### src/rtl/fifo_read_ctrl_pkg.sv
// +-------------------------------------------------------------------------+
// | fifo_read_ctrl_pkg : shared constants for the profiling FIFO controllers |
// | Revision: 1.0                                                           |
// +-------------------------------------------------------------------------+
`default_nettype none

package fifo_read_ctrl_pkg;

  localparam int STALL_CNT_WIDTH = 32;

  localparam logic [0:0] ST_IDLE = 1'b0;
  localparam logic [0:0] ST_HOLD = 1'b1;

  // Pointers carry one extra wrap bit above the RAM address.
  function automatic int ptr_width(input int aw);
    return aw + 1;
  endfunction

endpackage

`default_nettype wire

### src/rtl/fifo_ptr_occupancy.sv
// +-------------------------------------------------------------------------+
// | fifo_ptr_occupancy : pending-sample count and empty flag from pointers  |
// | Revision: 1.0                                                           |
// +-------------------------------------------------------------------------+
`default_nettype none

module fifo_ptr_occupancy
  import fifo_read_ctrl_pkg::*;
#(
  parameter int ADDR_WIDTH = 16
) (
  input  logic [ADDR_WIDTH:0] wr_ptr,
  input  logic [ADDR_WIDTH:0] rd_ptr,
  output logic [ADDR_WIDTH:0] pending,
  output logic                is_empty
);

  localparam int PTR_W = ptr_width(ADDR_WIDTH);

  logic [PTR_W-1:0] diff;

  // Modular subtraction: the wrap bit disambiguates full from empty.
  assign diff     = wr_ptr - rd_ptr;
  assign pending  = diff;
  assign is_empty = (diff == '0);

endmodule

`default_nettype wire

### src/rtl/fifo_read_ctrl.sv
// +-------------------------------------------------------------------------+
// | fifo_read_ctrl : read-side controller of the profiling-counter FIFO,    |
// | streaming RAM samples out on a registered valid/ready interface.        |
// | Optional stall counter: FIFO_READ_CTRL_STALL_CNT_EN                     |
// | Revision: 1.0                                                           |
// +-------------------------------------------------------------------------+
`default_nettype none

module fifo_read_ctrl
  import fifo_read_ctrl_pkg::*;
#(
  parameter int ADDR_WIDTH = 16,
  parameter int DATA_WIDTH = 32
) (
  input  logic                  clk,
  input  logic                  rst,
  input  logic [ADDR_WIDTH:0]   wrPtr,
  output logic [ADDR_WIDTH:0]   rdPtr,
  output logic [ADDR_WIDTH-1:0] ramAddress,
  input  logic [DATA_WIDTH-1:0] ramReadData,
  input  logic                  flush,
  output logic [DATA_WIDTH-1:0] outData,
  output logic                  outValid,
  input  logic                  outReady,
  output logic                  empty,
`ifdef FIFO_READ_CTRL_STALL_CNT_EN
  output logic [STALL_CNT_WIDTH-1:0] stallCount,
`endif
  output logic [ADDR_WIDTH:0]   level
);

  localparam int PTR_W = ptr_width(ADDR_WIDTH);
  localparam logic [ADDR_WIDTH+1:0] LEVEL_MAX = {2'b01, {ADDR_WIDTH{1'b0}}};

  logic [PTR_W-1:0]      pending;
  logic                  ram_empty;
  logic                  load;
  logic [0:0]            state;
  logic [0:0]            state_next;
  logic [ADDR_WIDTH+1:0] level_sum;

  fifo_ptr_occupancy #(
    .ADDR_WIDTH(ADDR_WIDTH)
  ) u_occupancy (
    .wr_ptr  (wrPtr),
    .rd_ptr  (rdPtr),
    .pending (pending),
    .is_empty(ram_empty)
  );

  assign ramAddress = rdPtr[ADDR_WIDTH-1:0];
  assign load       = !flush && !ram_empty && (!outValid || outReady);

  always_ff @(posedge clk or posedge rst) begin
    if (rst) begin
      state <= ST_IDLE;
    end else begin
      state <= state_next;
    end
  end

  always_comb begin
    state_next = state;
    if (flush) begin
      state_next = ST_IDLE;
    end else if (load) begin
      state_next = ST_HOLD;
    end else if (state == ST_HOLD && outReady) begin
      state_next = ST_IDLE;
    end
  end

  always_comb begin
    outValid = (state == ST_HOLD);
  end

  // Flush snaps to the pre-edge write pointer so a same-edge write survives.
  always_ff @(posedge clk or posedge rst) begin
    if (rst) begin
      rdPtr   <= '0;
      outData <= '0;
    end else if (flush) begin
      rdPtr   <= wrPtr;
    end else if (load) begin
      rdPtr   <= rdPtr + 1'b1;
      outData <= ramReadData;
    end
  end

  assign empty     = ram_empty && !outValid;
  assign level_sum = {1'b0, pending} + {{(ADDR_WIDTH+1){1'b0}}, outValid};
  assign level     = (level_sum > LEVEL_MAX) ? LEVEL_MAX[ADDR_WIDTH:0]
                                             : level_sum[ADDR_WIDTH:0];

`ifdef FIFO_READ_CTRL_STALL_CNT_EN
  always_ff @(posedge clk or posedge rst) begin
    if (rst) begin
      stallCount <= '0;
    end else if (outValid && !outReady && (stallCount != {STALL_CNT_WIDTH{1'b1}})) begin
      stallCount <= stallCount + 1'b1;
    end
  end
`endif

endmodule

`default_nettype wire

### config.mk
export PLATFORM = sky130hd
export DESIGN_NAME = fifo_read_ctrl
export DESIGN_NICKNAME = d
export VERILOG_FILES = /design/src/rtl/fifo_read_ctrl_pkg.sv /design/src/rtl/fifo_ptr_occupancy.sv /design/src/rtl/fifo_read_ctrl.sv
export SDC_FILE = /design/constraint.sdc
export NUM_CORES = 1
export LEC_CHECK = 0
export ABC_AREA = 1
export CAP_MARGIN = 0
export CORE_MARGIN = 1.5
export CORE_UTILIZATION = 40
export CTS_CLUSTER_DIAMETER = 60
export DETAILED_ROUTE_END_ITERATION = 12
export GPL_TIMING_DRIVEN = 0
export PLACE_DENSITY = 0.74
export SLEW_MARGIN = 20
export SYNTH_ARGS = -nofsm -noshare
export SYNTH_HDL_FRONTEND = slang
export SYNTH_HIERARCHICAL = 1
export SYNTH_SLANG_ARGS = --single-unit
### constraint.sdc
create_clock -name clk -period 4.4 [get_ports clk]
set_input_delay 0.88 -clock clk [delete_from_list [all_inputs] [get_ports clk]]
set_output_delay 0.88 -clock clk [all_outputs]
set_load 0.03 [all_outputs]
# [Word-level counts from Yosys, hierarchy flattened]
# Cells that the tools add are included.
[totals] n_memories=0 word_cells=26 latchBits=0 ff_bits=50 ramBits=0 rom_bits=0
[op_classes] n_mux=6 add_sub_neg=3 n_reduce_logical=12 div=0 n_eq_ne=0 shift=0 order_cmp=1 bitwise=1 mul=0
[op_table] op="$mux W17" count=3
[op_table] op="$add A17 B1 Y18" count=1
[op_table] op="$gt A18 B17 Y1 const B" count=1
[op_table] op="$add A17 B1 Y17 const B" count=1
[op_table] op="$logic_not A17 Y1" count=1
[op_table] op="$sub A17 B17 Y17" count=1
[op_table] op="$logic_and A1 B1 Y1" count=4
[op_table] op="$logic_not A1 Y1" count=3
[op_table] op="$mux W1" count=3
[op_table] op="$reduce_bool A3 Y1" count=1
[op_table] op="$reduce_and A2 Y1" count=1
[op_table] op="$reduce_bool A2 Y1" count=1
[op_table] op="$logic_or A1 B1 Y1" count=1
[op_table] op="$not A1 Y1" count=1

# [Logic depth before layout (Yosys ltp)]
[depth] depth_word=7 depth_mapped=23 ltp_nobuf=22

# [By module]
# Netlist, hierarchy kept.
[modules_own_cells] module="fifo_read_ctrl" cells_per_inst=434 area_per_inst_um2=3096.7 instances=1 seq_area_each_um2=1251.2
[modules_own_cells] module="fifo_ptr_occupancy" cells_per_inst=243 area_per_inst_um2=1242.4 instances=1 seq_area_each_um2=0.0

# [Worst setup path before layout]
# OpenSTA, ideal clock, no wires.
[synth_timing] path_kind="input to output" start="input port wrPtr[0]" end="output port level[0]" stages=18 slack_ns=0.131 path_buffers=0 arrival_ns=3.389 cell_sequence="inv_1 > ha_1 > fa_1 > inv_1 > nand3_1 > nand2_2 > nand2_1 > nand3b_1 > nand2_1 > inv_1 > nand2_1 > nor2_1 > nand3_1 > nand2_1 > nand2_1 > nor3_4 > nand3_4 > a21oi_1"
[synth_via] elab_chain_cells=4
[synth_rtl] item="start: declaration" line="fifo_read_ctrl.sv:17" source="input logic [ADDR_WIDTH:0] wrPtr,"
[synth_rtl] item="$sub A17 B17 Y17" line="fifo_ptr_occupancy.sv:23" source="assign diff = wr_ptr - rd_ptr;"
[synth_rtl] item="named net pending[8]" line="fifo_read_ctrl.sv:35" source="logic [PTR_W-1:0] pending;"
[synth_rtl] item="$add A17 B1 Y18" line="fifo_read_ctrl.sv:91" source="assign level_sum = {1'b0, pending} + {{(ADDR_WIDTH+1){1'b0}}, outValid};"
[synth_rtl] item="$gt A18 B17 Y1" line="fifo_read_ctrl.sv:92" source="assign level = (level_sum > LEVEL_MAX) ? LEVEL_MAX[ADDR_WIDTH:0]"
[synth_rtl] item="$mux W17" line="fifo_read_ctrl.sv:92"
[synth_rtl] item="end: declaration" line="fifo_read_ctrl.sv:29" source="output logic [ADDR_WIDTH:0] level"
# The timed path passes the listed nets, and every way through them passes these cells.

# [Worst setup path in the final report]
[layout_timing] start="input port wrPtr[2]" end="output port level[11]"
[layout_via] elab_chain_cells=4
[layout_rtl] item="$sub A17 B17 Y17 *" line="fifo_ptr_occupancy.sv:23"
[layout_rtl] item="named net pending[9]" line="fifo_read_ctrl.sv:35"
[layout_rtl] item="$add A17 B1 Y18 *" line="fifo_read_ctrl.sv:91"
[layout_rtl] item="$gt A18 B17 Y1" line="fifo_read_ctrl.sv:92"
[layout_rtl] item="$mux W17 *" line="fifo_read_ctrl.sv:92"
# The timed path passes the listed nets; every way through them passes the cells marked *.

==> results.cfg <==
[logic_synthesis]
postSynthAreaPerCell_um2 = 6.41
synthFlopType = dfrtp_1
synth-edff-count = 0
synthCells = 677
ys_seq_area_share_pct = 28.8
synth_cell_types = 37
ys_ff_latch = 50
yosysWarningCount = 6
async_reset_ff_share_pct = 100
syn_nets = 750
syn_area_mm2 = 0.00434

[final_layout]
drive_above_1_share_pct = 24.1
final_cell_area_mm2 = 0.00674
nets = 917
final_common_cell = nand2_1
area_delta_synth_final_pct = 55.2
diodes = 0
final_cell_mix = 243 x nand2_1, 102 x clkdlybuf4s50_1, 95 x inv_1
seqCellArea_mm2 = 0.00125
instances_no_fill = 981
multiInputGateArea_mm2 = 0.00301
fillers = 891

[setup_path]
path_class = primary input to primary output
critPathLaunchType = primary input
crit_path_end_kind = primary output
cp_cell_sequence = dlygate4sd2_1 -> ha_4 -> or2_4 -> nand3_2 -> nand2_2 -> nand2_2 -> nand3_1 -> nand2_2 -> nand2_4 -> nor2_4 -> buf_6 -> nand3_2 -> nand2_1 -> nand2_2 -> nor3_4 -> nand3_4 -> buf_16 -> a21oi_4 -> buf_6
crit_path_top_delay_cell = dlygate4sd2_1
required_ps = 3520
critPathMaxFanout = 7
cp_common_cell = nand2_2
cpPeakStageDelay_ps = 280
reg2reg_slack_ps = 650
worstPathArrival_ps = 3550

[route]
drt.antenna.violating_nets = 0
drt_wl_total_mm = 13.1
first_pass_iters = 5
routedWlPerCell_um = 13.4
drc = 0
vias = 4761
routed_via_density = 4.85
drt_first_iter_violations = 207

[clock_tree]
cts_tree = yes
clkSlewWorstSetupHoldPaths_ps = 90
cts-root-buf = clkbuf_8
cts.sinks = 50
cts_made_buffers = 5
holdBufCountCts = 0
htree_levels = 2
clk_latency_ps = 310
clockBufferDepth = 2

[sta]
clock.fmax_mhz = 226
period_minus_slack_ps = 4430
clock_skew_ps = 12.3
slew_violations = 0
finalCritPeriodShare_pct = 101
setup_viol = 12
hold_violations = 0
setup_ws_ps = -29.0
max_slew_margin_pct = 46.4
tightest_slew_ps = 798
rsz0062_at_grt = true
whs_ps = 474

[grt]
grt_usage_pct = 23.1
grt_start_max_net_pins = 27
grt_remaining_overflow = 0
antenna_found_initial = 0
grt_pass1_vias = 4744
grt_pass1_wl_mm = 21.7

[floorplanning]
die_h_um = 107
rows = 37
initial_core_util_pct = 41.7
io_pins = 137
die_w_um = 107
dieArea_mm2 = 0.0115
coreArea_mm2 = 0.0104

[place]
hpwl_mm = 9.87
place_congestion = 0.897
dp_slack_ps = -1160
place_area_mm2 = 0.00589
portBuffers = 136
place_inst = 950

[hold_path]
hold_path.class = flop to flop

[pwr]
ir_drop_v = 0.000255
leakage_nw = 3.36
total_power_mw = 2.58
power_density_mw_per_mm2 = 383

[run]
drv_cap = 0

[run_status]
violations = setup timing
status = complete, but fails checks
## flip-flops by register name, indices dropped and copies added, names as in the netlist
signal / cells
outData: 32
outValid: 1
rdPtr: 17
## synth_stat cells, types with 4 or more instances
cell type	count	area [µm²]
o21bai_1	4	30.0
dfrtp_1	50	1250
clkbuf_1	11	41.3
inv_2	8	30.0
a21oi_2	14	123
nand3b_1	6	45.0
o21ai_0	6	30.0
inv_1	105	394
nand2_2	17	106
nor3_1	5	25.0
xor2_1	8	70.1
nor2_1	43	161
o211ai_1	7	52.6
nor2_2	4	25.0
nand3_2	5	50.1
nand2_1	268	1010
nand3_1	30	150
ha_1	19	238
buf_4	16	120
a21oi_1	14	70.1
nand4_1	8	50.1
xnor2_1	6	52.6
## critical path: cells and delay by family
family | cells | cell delay, ps
and+or+nand+nor | 13 | 1530
buffers and inverters | 4 | 730
adders and majority gates | 1 | 260
AOI/OAI and AO/OA | 1 | 130
## per-stage QoR
stage,util [%],TNS [ps]
floorplan,-,0
detailed placement,56.6,-28150
finish,64.7,-200
global placement,56.4,-22250
global route,64.7,-2290
CTS,62.7,0
## where the power goes
group          total [mW]  switching, mW  internal, mW
registers           0.585         0.0696         0.515
logic                1.65          0.962         0.686
clock network       0.346          0.159         0.187
total                2.58           1.19          1.39
## cell families after synthesis
group           after synthesis  synth area share, %
compound gates               53                 8.39
fa+ha+maj                    20                 5.94
flops                        50                 28.8
buf+inv                     143                 14.0
xor+xnor                     14                 2.83
simple gates                397                 40.1
## worst paths after layout
path	from	end	cells past startpoint
setup / recovery	wrPtr[2]	level[11]	19
min in group asynchronous	rst	outData[1]	2
max in group asynchronous	rst	rdPtr[1]	3
hold reg to reg	outData[5]	outData[5]	2
setup reg to reg	rdPtr[0]	rdPtr[9]	19
hold / removal	outData[5]	outData[5]	2
## what timing repair did
item,4_1_cts,5_1_grt
setup endpoints to repair,21,17
buffers inserted,18,4
pin swaps,30,25
gates resized for setup,208,55
endpoints found under the hold margin,0,0
gates cloned,1,0
## metal layers
layer | global-route usage (%) | share of wire [%] | vias up
met2 | 41.0 | 50 | 157
met3 | 5.59 | 6.9 | 15
met4 | 6.00 | 1.4 | 0
li1 | - | - | 2406
met5 | 0 | 0 | -
met1 | 27.8 | 41 | 2183
## layout make-up
type,count,area share [%]
Multi-Input combinational cell,484,44.7
Clock inverter,2,0.576
Timing Repair Buffer,160,23.1
Clock buffer,6,1.23
Inverter,114,6.39
Tap cell,136,2.53
Sequential cell,50,18.6
Buffer,29,2.92
No activity file was read; power rests on OpenSTA's default activity.
